## src/rtl/op_issuer_pkg.sv

```systemverilog
// -----------------------------------------------------------------------------
// op_issuer_pkg
// Shared definitions for the matrix-controller operation issuers.
//   - opcode constants carried in operation[3:0]
//   - 4-bit chunk positions inside the 16 used bits of an operation word
//   - issuer FSM state encoding
//   - page-field helpers (bit3 selects the WRF, bits[1:0] the page index)
// No ports (package).
// -----------------------------------------------------------------------------
package op_issuer_pkg;

  localparam logic [3:0] OP_IDLE   = 4'd0;
  localparam logic [3:0] OP_MATMUL = 4'd1;
  localparam logic [3:0] OP_LOAD   = 4'd2;

  localparam int CH_W    = 4;
  localparam int CH0_LSB = 0;
  localparam int CH1_LSB = 4;
  localparam int CH2_LSB = 8;
  localparam int CH3_LSB = 12;

  typedef enum logic [1:0] {
    ST_IDLE   = 2'd0,
    ST_LOAD   = 2'd1,
    ST_MM_RUN = 2'd2,
    ST_GAP    = 2'd3
  } state_e;

  // Page field: bit3 high means the page lives in the WRF.
  function automatic logic page_is_wrf(input logic [3:0] field);
    return field[3];
  endfunction

  // Page field: bits[1:0] index the page inside the selected memory.
  function automatic logic [1:0] page_index(input logic [3:0] field);
    return field[1:0];
  endfunction

endpackage

```

## src/rtl/op_issuer_pack.sv

```systemverilog
// -----------------------------------------------------------------------------
// op_pack
// Combinational encoder: places an opcode and three 4-bit chunks into a 32-bit
// controller operation word. Bits [31:16] are always zero.
// Ports:
//   i_opcode [3:0]  -> word[3:0]
//   i_ch1    [3:0]  -> word[7:4]
//   i_ch2    [3:0]  -> word[11:8]
//   i_ch3    [3:0]  -> word[15:12]
//   o_word   [31:0] packed operation word
// -----------------------------------------------------------------------------
module op_pack
  import op_issuer_pkg::*;
(
  input  logic [3:0]  i_opcode,
  input  logic [3:0]  i_ch1,
  input  logic [3:0]  i_ch2,
  input  logic [3:0]  i_ch3,
  output logic [31:0] o_word
);

  // Pack opcode and chunks into their fixed positions
  always_comb begin
    o_word                     = 32'd0;
    o_word[CH0_LSB +: CH_W]    = i_opcode;
    o_word[CH1_LSB +: CH_W]    = i_ch1;
    o_word[CH2_LSB +: CH_W]    = i_ch2;
    o_word[CH3_LSB +: CH_W]    = i_ch3;
  end

endmodule

```

## src/rtl/op_issuer.sv

```systemverilog
// -----------------------------------------------------------------------------
// op_issuer
// Host-side initiator for the matrix controller operation/in_data interface.
// Turns LOAD and MATMUL commands into cycle-exact, registered operation words.
// Every command is followed by one GAP cycle plus the IDLE accept cycle, so the
// controller always sees at least two zero words before the next opcode edge.
// Ports:
//   clk                 clock, rising edge
//   reset               asynchronous active-low reset
//   enable              low freezes all state/outputs and blocks handshakes
//   cmd_valid/cmd_ready command handshake (ready only in IDLE)
//   cmd_type            0 = LOAD, 1 = MATMUL
//   cmd_a/cmd_b/cmd_c   LOAD: page/mask/-- ; MATMUL: x/w/y pages
//   cmd_len [LEN_W]     LOAD word count
//   data_valid/ready    load word handshake (ready only in LOAD)
//   data_in [32]        load word
//   operation [32]      registered controller operation word
//   in_data [32]        registered controller data word
//   busy                state != IDLE
//   done                one-cycle pulse after a command's last word
// -----------------------------------------------------------------------------
module op_issuer
  import op_issuer_pkg::*;
#(
  parameter int MM_SHIFT = 64,
  parameter int MM_DRAIN = 16,
  parameter int LEN_W    = 8
) (
  input  logic             clk,
  input  logic             reset,
  input  logic             enable,
  input  logic             cmd_valid,
  output logic             cmd_ready,
  input  logic             cmd_type,
  input  logic [3:0]       cmd_a,
  input  logic [3:0]       cmd_b,
  input  logic [3:0]       cmd_c,
  input  logic [LEN_W-1:0] cmd_len,
  input  logic             data_valid,
  output logic             data_ready,
  input  logic [31:0]      data_in,
  output logic [31:0]      operation,
  output logic [31:0]      in_data,
  output logic             busy,
  output logic             done
);

  localparam int MM_TOTAL = MM_SHIFT + MM_DRAIN;
  localparam int MM_CW    = $clog2(MM_TOTAL);
  localparam int CNT_W    = (LEN_W > MM_CW) ? LEN_W : MM_CW;

  localparam logic [CNT_W-1:0] CNT_ZERO    = {CNT_W{1'b0}};
  localparam logic [CNT_W-1:0] CNT_ONE     = {{(CNT_W-1){1'b0}}, 1'b1};
  localparam logic [CNT_W-1:0] MM_CNT_INIT = CNT_W'(MM_TOTAL - 1);
  localparam logic [LEN_W-1:0] LEN_ZERO    = {LEN_W{1'b0}};

  state_e           r_state;
  state_e           w_state_nxt;
  logic [CNT_W-1:0] r_cnt;
  logic [CNT_W-1:0] w_cnt_nxt;
  logic [3:0]       r_a;
  logic [3:0]       r_b;
  logic [3:0]       r_c;
  logic [3:0]       w_a_nxt;
  logic [3:0]       w_b_nxt;
  logic [3:0]       w_c_nxt;
  logic [3:0]       w_opcode;
  logic [3:0]       w_ch1;
  logic [3:0]       w_ch2;
  logic [3:0]       w_ch3;
  logic [31:0]      w_op_word;
  logic [31:0]      r_operation;
  logic [31:0]      r_in_data;
  logic [31:0]      w_in_data_nxt;
  logic             r_done;
  logic             w_done_nxt;
  logic             r_cmd_ready;
  logic             r_data_ready;
  logic             r_busy;
  logic             w_cmd_fire;
  logic             w_data_fire;

  // Ready flags are registered; gating with enable makes a frozen issuer
  // refuse handshakes in the same cycle enable drops.
  assign cmd_ready   = r_cmd_ready & enable;
  assign data_ready  = r_data_ready & enable;
  assign w_cmd_fire  = cmd_valid & cmd_ready;
  assign w_data_fire = data_valid & data_ready;

  assign operation = r_operation;
  assign in_data   = r_in_data;
  assign busy      = r_busy;
  assign done      = r_done & enable;

  op_pack u_op_pack (
    .i_opcode (w_opcode),
    .i_ch1    (w_ch1),
    .i_ch2    (w_ch2),
    .i_ch3    (w_ch3),
    .o_word   (w_op_word)
  );

  // Next-state, counter and next operation word
  always_comb begin
    w_state_nxt   = r_state;
    w_cnt_nxt     = r_cnt;
    w_a_nxt       = r_a;
    w_b_nxt       = r_b;
    w_c_nxt       = r_c;
    w_opcode      = OP_IDLE;
    w_ch1         = 4'd0;
    w_ch2         = 4'd0;
    w_ch3         = 4'd0;
    w_in_data_nxt = r_in_data;
    w_done_nxt    = 1'b0;

    case (r_state)
      ST_IDLE: begin
        if (w_cmd_fire) begin
          w_a_nxt = cmd_a;
          w_b_nxt = cmd_b;
          if (cmd_type) begin
            // MATMUL word goes out on the accept edge, so the counter covers
            // the remaining MM_TOTAL-1 words plus the exit cycle.
            w_c_nxt     = cmd_c;
            w_state_nxt = ST_MM_RUN;
            w_cnt_nxt   = MM_CNT_INIT;
            w_opcode    = OP_MATMUL;
            w_ch1       = cmd_a;
            w_ch2       = cmd_b;
            w_ch3       = cmd_c;
          end else if (cmd_len == LEN_ZERO) begin
            w_c_nxt     = 4'd0;
            w_state_nxt = ST_GAP;
            w_cnt_nxt   = CNT_ZERO;
            w_done_nxt  = 1'b1;
          end else begin
            w_c_nxt     = 4'd0;
            w_state_nxt = ST_LOAD;
            w_cnt_nxt   = CNT_W'(cmd_len);
          end
        end else begin
          w_state_nxt = ST_IDLE;
        end
      end

      ST_LOAD: begin
        if (r_cnt == CNT_ZERO) begin
          w_state_nxt = ST_GAP;
          w_done_nxt  = 1'b1;
        end else if (w_data_fire) begin
          w_opcode      = OP_LOAD;
          w_ch1         = r_a;
          w_ch2         = r_b;
          w_in_data_nxt = data_in;
          w_cnt_nxt     = r_cnt - CNT_ONE;
        end else begin
          // Bubble: operation 0, in_data keeps the last written word
          w_opcode = OP_IDLE;
        end
      end

      ST_MM_RUN: begin
        if (r_cnt == CNT_ZERO) begin
          w_state_nxt = ST_GAP;
          w_done_nxt  = 1'b1;
        end else begin
          w_opcode  = OP_MATMUL;
          w_ch1     = r_a;
          w_ch2     = r_b;
          w_ch3     = r_c;
          w_cnt_nxt = r_cnt - CNT_ONE;
        end
      end

      ST_GAP: begin
        w_state_nxt = ST_IDLE;
      end

      default: begin
        w_state_nxt = ST_IDLE;
        w_cnt_nxt   = CNT_ZERO;
      end
    endcase
  end

  // State, counter, latched fields and registered outputs
  always_ff @(posedge clk or negedge reset) begin
    if (!reset) begin
      r_state      <= ST_IDLE;
      r_cnt        <= CNT_ZERO;
      r_a          <= 4'd0;
      r_b          <= 4'd0;
      r_c          <= 4'd0;
      r_operation  <= 32'd0;
      r_in_data    <= 32'd0;
      r_done       <= 1'b0;
      r_cmd_ready  <= 1'b0;
      r_data_ready <= 1'b0;
      r_busy       <= 1'b0;
    end else if (enable) begin
      r_state      <= w_state_nxt;
      r_cnt        <= w_cnt_nxt;
      r_a          <= w_a_nxt;
      r_b          <= w_b_nxt;
      r_c          <= w_c_nxt;
      r_operation  <= w_op_word;
      r_in_data    <= w_in_data_nxt;
      r_done       <= w_done_nxt;
      r_cmd_ready  <= (w_state_nxt == ST_IDLE);
      r_data_ready <= (w_state_nxt == ST_LOAD) && (w_cnt_nxt != CNT_ZERO);
      r_busy       <= (w_state_nxt != ST_IDLE);
    end
  end

endmodule

```

## config.mk

```make
export PLATFORM = sky130hd
export DESIGN_NAME = op_issuer
export DESIGN_NICKNAME = d
export VERILOG_FILES = /design/src/rtl/op_issuer_pkg.sv /design/src/rtl/op_issuer_pack.sv /design/src/rtl/op_issuer.sv
export SDC_FILE = /design/constraint.sdc
export NUM_CORES = 1
export LEC_CHECK = 0
export ABC_AREA = 1
export CAP_MARGIN = 10
export CORE_ASPECT_RATIO = 0.5
export CORE_MARGIN = 2
export CORE_UTILIZATION = 45
export DETAILED_ROUTE_END_ITERATION = 10
export GPL_ROUTABILITY_DRIVEN = 0
export PLACE_DENSITY = 0.86
export RECOVER_POWER = 100
export SLEW_MARGIN = 20
export SYNTH_ARGS = -nofsm -noshare
export SYNTH_HDL_FRONTEND = slang
export SYNTH_SLANG_ARGS = --single-unit
```

## constraint.sdc

```tcl
create_clock -name clk -period 2.2 [get_ports clk]
set_input_delay 0.22 -clock clk [delete_from_list [all_inputs] [get_ports clk]]
set_output_delay 0.22 -clock clk [all_outputs]
set_load 0.05 [all_outputs]
```

==> flow_summary.yaml <==
grt:
  grt_start_max_net_pins: 73
  overflow: 0
  grtUsageTotal_pct: 22.1
  grt_pass1_wl_mm: 16.6
  via_count_of_the_first_global_routing_pass: 3448
  grt_antenna_before_repair: 0
setup_path:
  crit_required_ns: 2.42
  crit_fanout: 7
  setup.worst_path.start_class: "flop"
  cp_num_buf_inv: 2
  timing.critical_path.cells: "inv_1 > ha_1 > nand2_4 > clkinv_4 > nand2_4 > nand2_4 > nand2_4 > nand2_2 > nand3_2 > nand2_1 > nand2_1 > nor2_1 > nand3_1 > nand2_1 > nand2_1"
  critical-path-top-delay-family: "simple AND/OR/NAND/NOR gates"
  cpMaxStageDelayCell: "sky130_fd_sc_hd__dfrtp_1"
  worstSetupEndpointType: "flop"
  critical_path.max_stage_delay_ns: 0.43
  worstPathArrival_ns: 2.29
  setup.worst_path.class: "reg -> reg"
layout:
  finalCoreUtilization_pct: 62.3
  drive_gt1_share_pct: 14.9
  syn2layout_area_growth_pct: 36.4
  fillCellCount: 680
  final_cell_mix: "sky130_fd_sc_hd__nand2_1, sky130_fd_sc_hd__dfrtp_1, sky130_fd_sc_hd__clkdlybuf4s50_1"
  layout.cells.most_common: "sky130_fd_sc_hd__nand2_1"
  design.final.nets: 620
  num_antenna_cells: 0
cts:
  cts.htree.levels: 3
  clock_latency_ns: 0.33
  postCtsResizedCells: 0
  cts_root_buffer: "sky130_fd_sc_hd__clkbuf_16"
  cts.reportedPaths.clkPinSlew_ns: 0.06
  clock_tree.buffer_depth: 2
  tritoncts_num_sinks: 72
  cts_tree: "built"
  tritoncts.num_buffers: 9
power_and_ir_drop:
  ir_drop_uv: 486
  static-leakage-power_uw: 0.00278
  p_per_area_mw_per_mm2: 810
sta:
  worst_tran_pin_value_ns: 0.990
  max_slew_margin_pct: 34.0
  timing_hold_violations_final: 0
  setup-violations-final: 0
  setup-tns-final_ns: 0
  timing_max_transition_violations_final: 0
  final.min_clock_period_ns: 2.07
  fmax_ghz: 0.483
  finalClockSkew_ns: 0.00363
  period_share_pct: 94.1
  timing.final.ws_setup_ns: 0.130
  grt_setup_unrepaired: "false"
die:
  num_io_pins: 126
  die-width_um: 136
  floorplan.rows: 24
  die_height_um: 70.0
  dieArea_mm2: 0.00953
  coreArea_mm2: 0.00859
  floorplan.initialDensity_pct: 45.7
place:
  post-place-ws_ns: 0.0160
  placement.io_buffers: 107
  detailed_place_hpwl_mm: 7.17
synth:
  yosys_most_used_dff: "sky130_fd_sc_hd__dfrtp_1"
  syn-cell-area_mm2: 0.00392
  synthesis.yosys.warnings: 0
  postSynthRegisterBits: 72
  synth_cells: 442
  yosysTopAreaCell: "sky130_fd_sc_hd__dfrtp_1"
  library_cells_used_by_synthesis: 37
  synth-edff-count: 0
  asyncSetResetFlopFracSynth_pct: 100
  synth_top_area_share_pct: 45.9
  synth.area.top_cells: "sky130_fd_sc_hd__dfrtp_1, sky130_fd_sc_hd__nand2_1, sky130_fd_sc_hd__mux2_2, sky130_fd_sc_hd__inv_1, sky130_fd_sc_hd__o21ai_0"
  synth_seq_area_share_pct: 45.9
  synth_area_per_cell_um2: 8.88
run_status:
  status: "finished, final reports clean"
drt:
  antenna_left: 0
  drt_pre_antenna_iters: 6
  wl_per_cell_um: 14.7
  post-route-drc-count: 0
  first_iter_violations: 380
  drt-vias-per-instance: 5.19
  wirelength_mm: 9.98
  num_vias: 3525
run:
  max-cap-violations: 0
worst_hold_path:
  holdCritPathClass: "reg -> reg"
## layer usage
| metal | global-route usage (%) | part of all wire [%] | routed length [µm] | vias to the layer above |
|---|---|---|---|---|
| met5 | 0 | 0 | 0 | - |
| met4 | 7.64 | 3.0 | 302 | 0 |
| met3 | 5.95 | 7.4 | 736 | 41 |
| met2 | 37.4 | 51 | 5060 | 176 |
| met1 | 27.4 | 39 | 3890 | 1670 |
| li1 | - | - | - | 1638 |
## through the flow
stage               hold WS, ns  std cells  power, µW  instance area (µm²)
floorplan               -0.0756        459       2550                 3990
global placement          0.276        662       2960                 5110
detailed placement        0.288        662       3000                 5110
CTS                       0.471        679       4400                 5410
global route              0.489        679       4560                 5350
finish                    0.480        679       4330                 5350
## final timing paths
| check | start | endpoint | slack (ns) | depth (start not counted) |
|---|---|---|---|---|
| worst max-delay path | r_cnt[1] | r_data_ready | 0.13 | 15 |
| worst min-delay path | operation[0] | operation[0] | 0.48 | 2 |
| worst max register to register | r_cnt[1] | r_data_ready | 0.13 | 15 |
| worst min register to register | operation[0] | operation[0] | 0.48 | 2 |
| max in group asynchronous | reset | in_data[20] | 0.86 | 3 |
| min in group asynchronous | reset | operation[5] | 0.71 | 3 |
## worst register-to-register path, cell delays in order (launching register included)
cell	delay, ns
sky130_fd_sc_hd__dfrtp_1	0.43
sky130_fd_sc_hd__inv_1	0.11
sky130_fd_sc_hd__ha_1	0.32
sky130_fd_sc_hd__nand2_4	0.13
sky130_fd_sc_hd__clkinv_4	0.07
sky130_fd_sc_hd__nand2_4	0.10
sky130_fd_sc_hd__nand2_4	0.13
sky130_fd_sc_hd__nand2_4	0.10
sky130_fd_sc_hd__nand2_2	0.08
sky130_fd_sc_hd__nand3_2	0.07
sky130_fd_sc_hd__nand2_1	0.07
sky130_fd_sc_hd__nand2_1	0.05
sky130_fd_sc_hd__nor2_1	0.11
sky130_fd_sc_hd__nand3_1	0.08
sky130_fd_sc_hd__nand2_1	0.06
sky130_fd_sc_hd__nand2_1	0.04
## area by class of cell
cell class / count / area, µm² / area share, %
tap: 117 / 146 / 2.73
clock buffer: 14 / 274 / 5.12
clock inverter: 2 / 12.5 / 0.234
sequential: 72 / 1800 / 33.7
multi-input combinational: 300 / 1750 / 32.7
inverter: 57 / 219 / 4.09
timing repair buffer: 117 / 1150 / 21.5
## registers in the layout (all words and copies together) (netlist names)
| signal | cells |
|---|---|
| r_c | 4 |
| r_a | 4 |
| r_b | 4 |
| r_cmd_ready | 1 |
| in_data | 32 |
| r_data_ready | 1 |
| operation | 14 |
| busy | 1 |
| r_cnt | 8 |
| r_state | 2 |
| r_done | 1 |
## cells in the mapped netlist (3+ instances only)
cell	instances
sky130_fd_sc_hd__nand2_1	98
sky130_fd_sc_hd__dfrtp_1	72
sky130_fd_sc_hd__inv_1	52
sky130_fd_sc_hd__mux2_2	32
sky130_fd_sc_hd__o21ai_0	31
sky130_fd_sc_hd__nor2_1	26
sky130_fd_sc_hd__nand3_1	24
sky130_fd_sc_hd__buf_4	19
sky130_fd_sc_hd__a21oi_1	15
sky130_fd_sc_hd__o22ai_1	10
sky130_fd_sc_hd__a22o_1	8
sky130_fd_sc_hd__clkbuf_1	6
sky130_fd_sc_hd__ha_1	5
sky130_fd_sc_hd__nand2_2	5
sky130_fd_sc_hd__nor2_4	4
sky130_fd_sc_hd__buf_6	3
sky130_fd_sc_hd__inv_2	3
sky130_fd_sc_hd__nand2_4	3
sky130_fd_sc_hd__nor2_2	3
## repair_timing
item                      in CTS  in global routing
hold endpoints to repair      72                  0
buffers inserted               0                  0
hold buffers                   1                  0
## logic make-up after synthesis
group	after synthesis	share of synthesized area, %
and+or+nand+nor	173	21.5
buffers and inverters	87	10.9
DFF	72	45.9
AOI/OAI and AO/OA	71	10.6
muxes	32	9.18
adders and majority gates	5	1.59
other	1	0.0956
xor gates and xnor gates	1	0.223
## power breakdown
part	switching, µW	total, µW	internal, µW
Sequential	137	1640	1500
Clock	521	1380	854
Combinational	862	1320	458
Total	1520	4330	2810
Note: power is estimated with default switching activity, not from simulation.
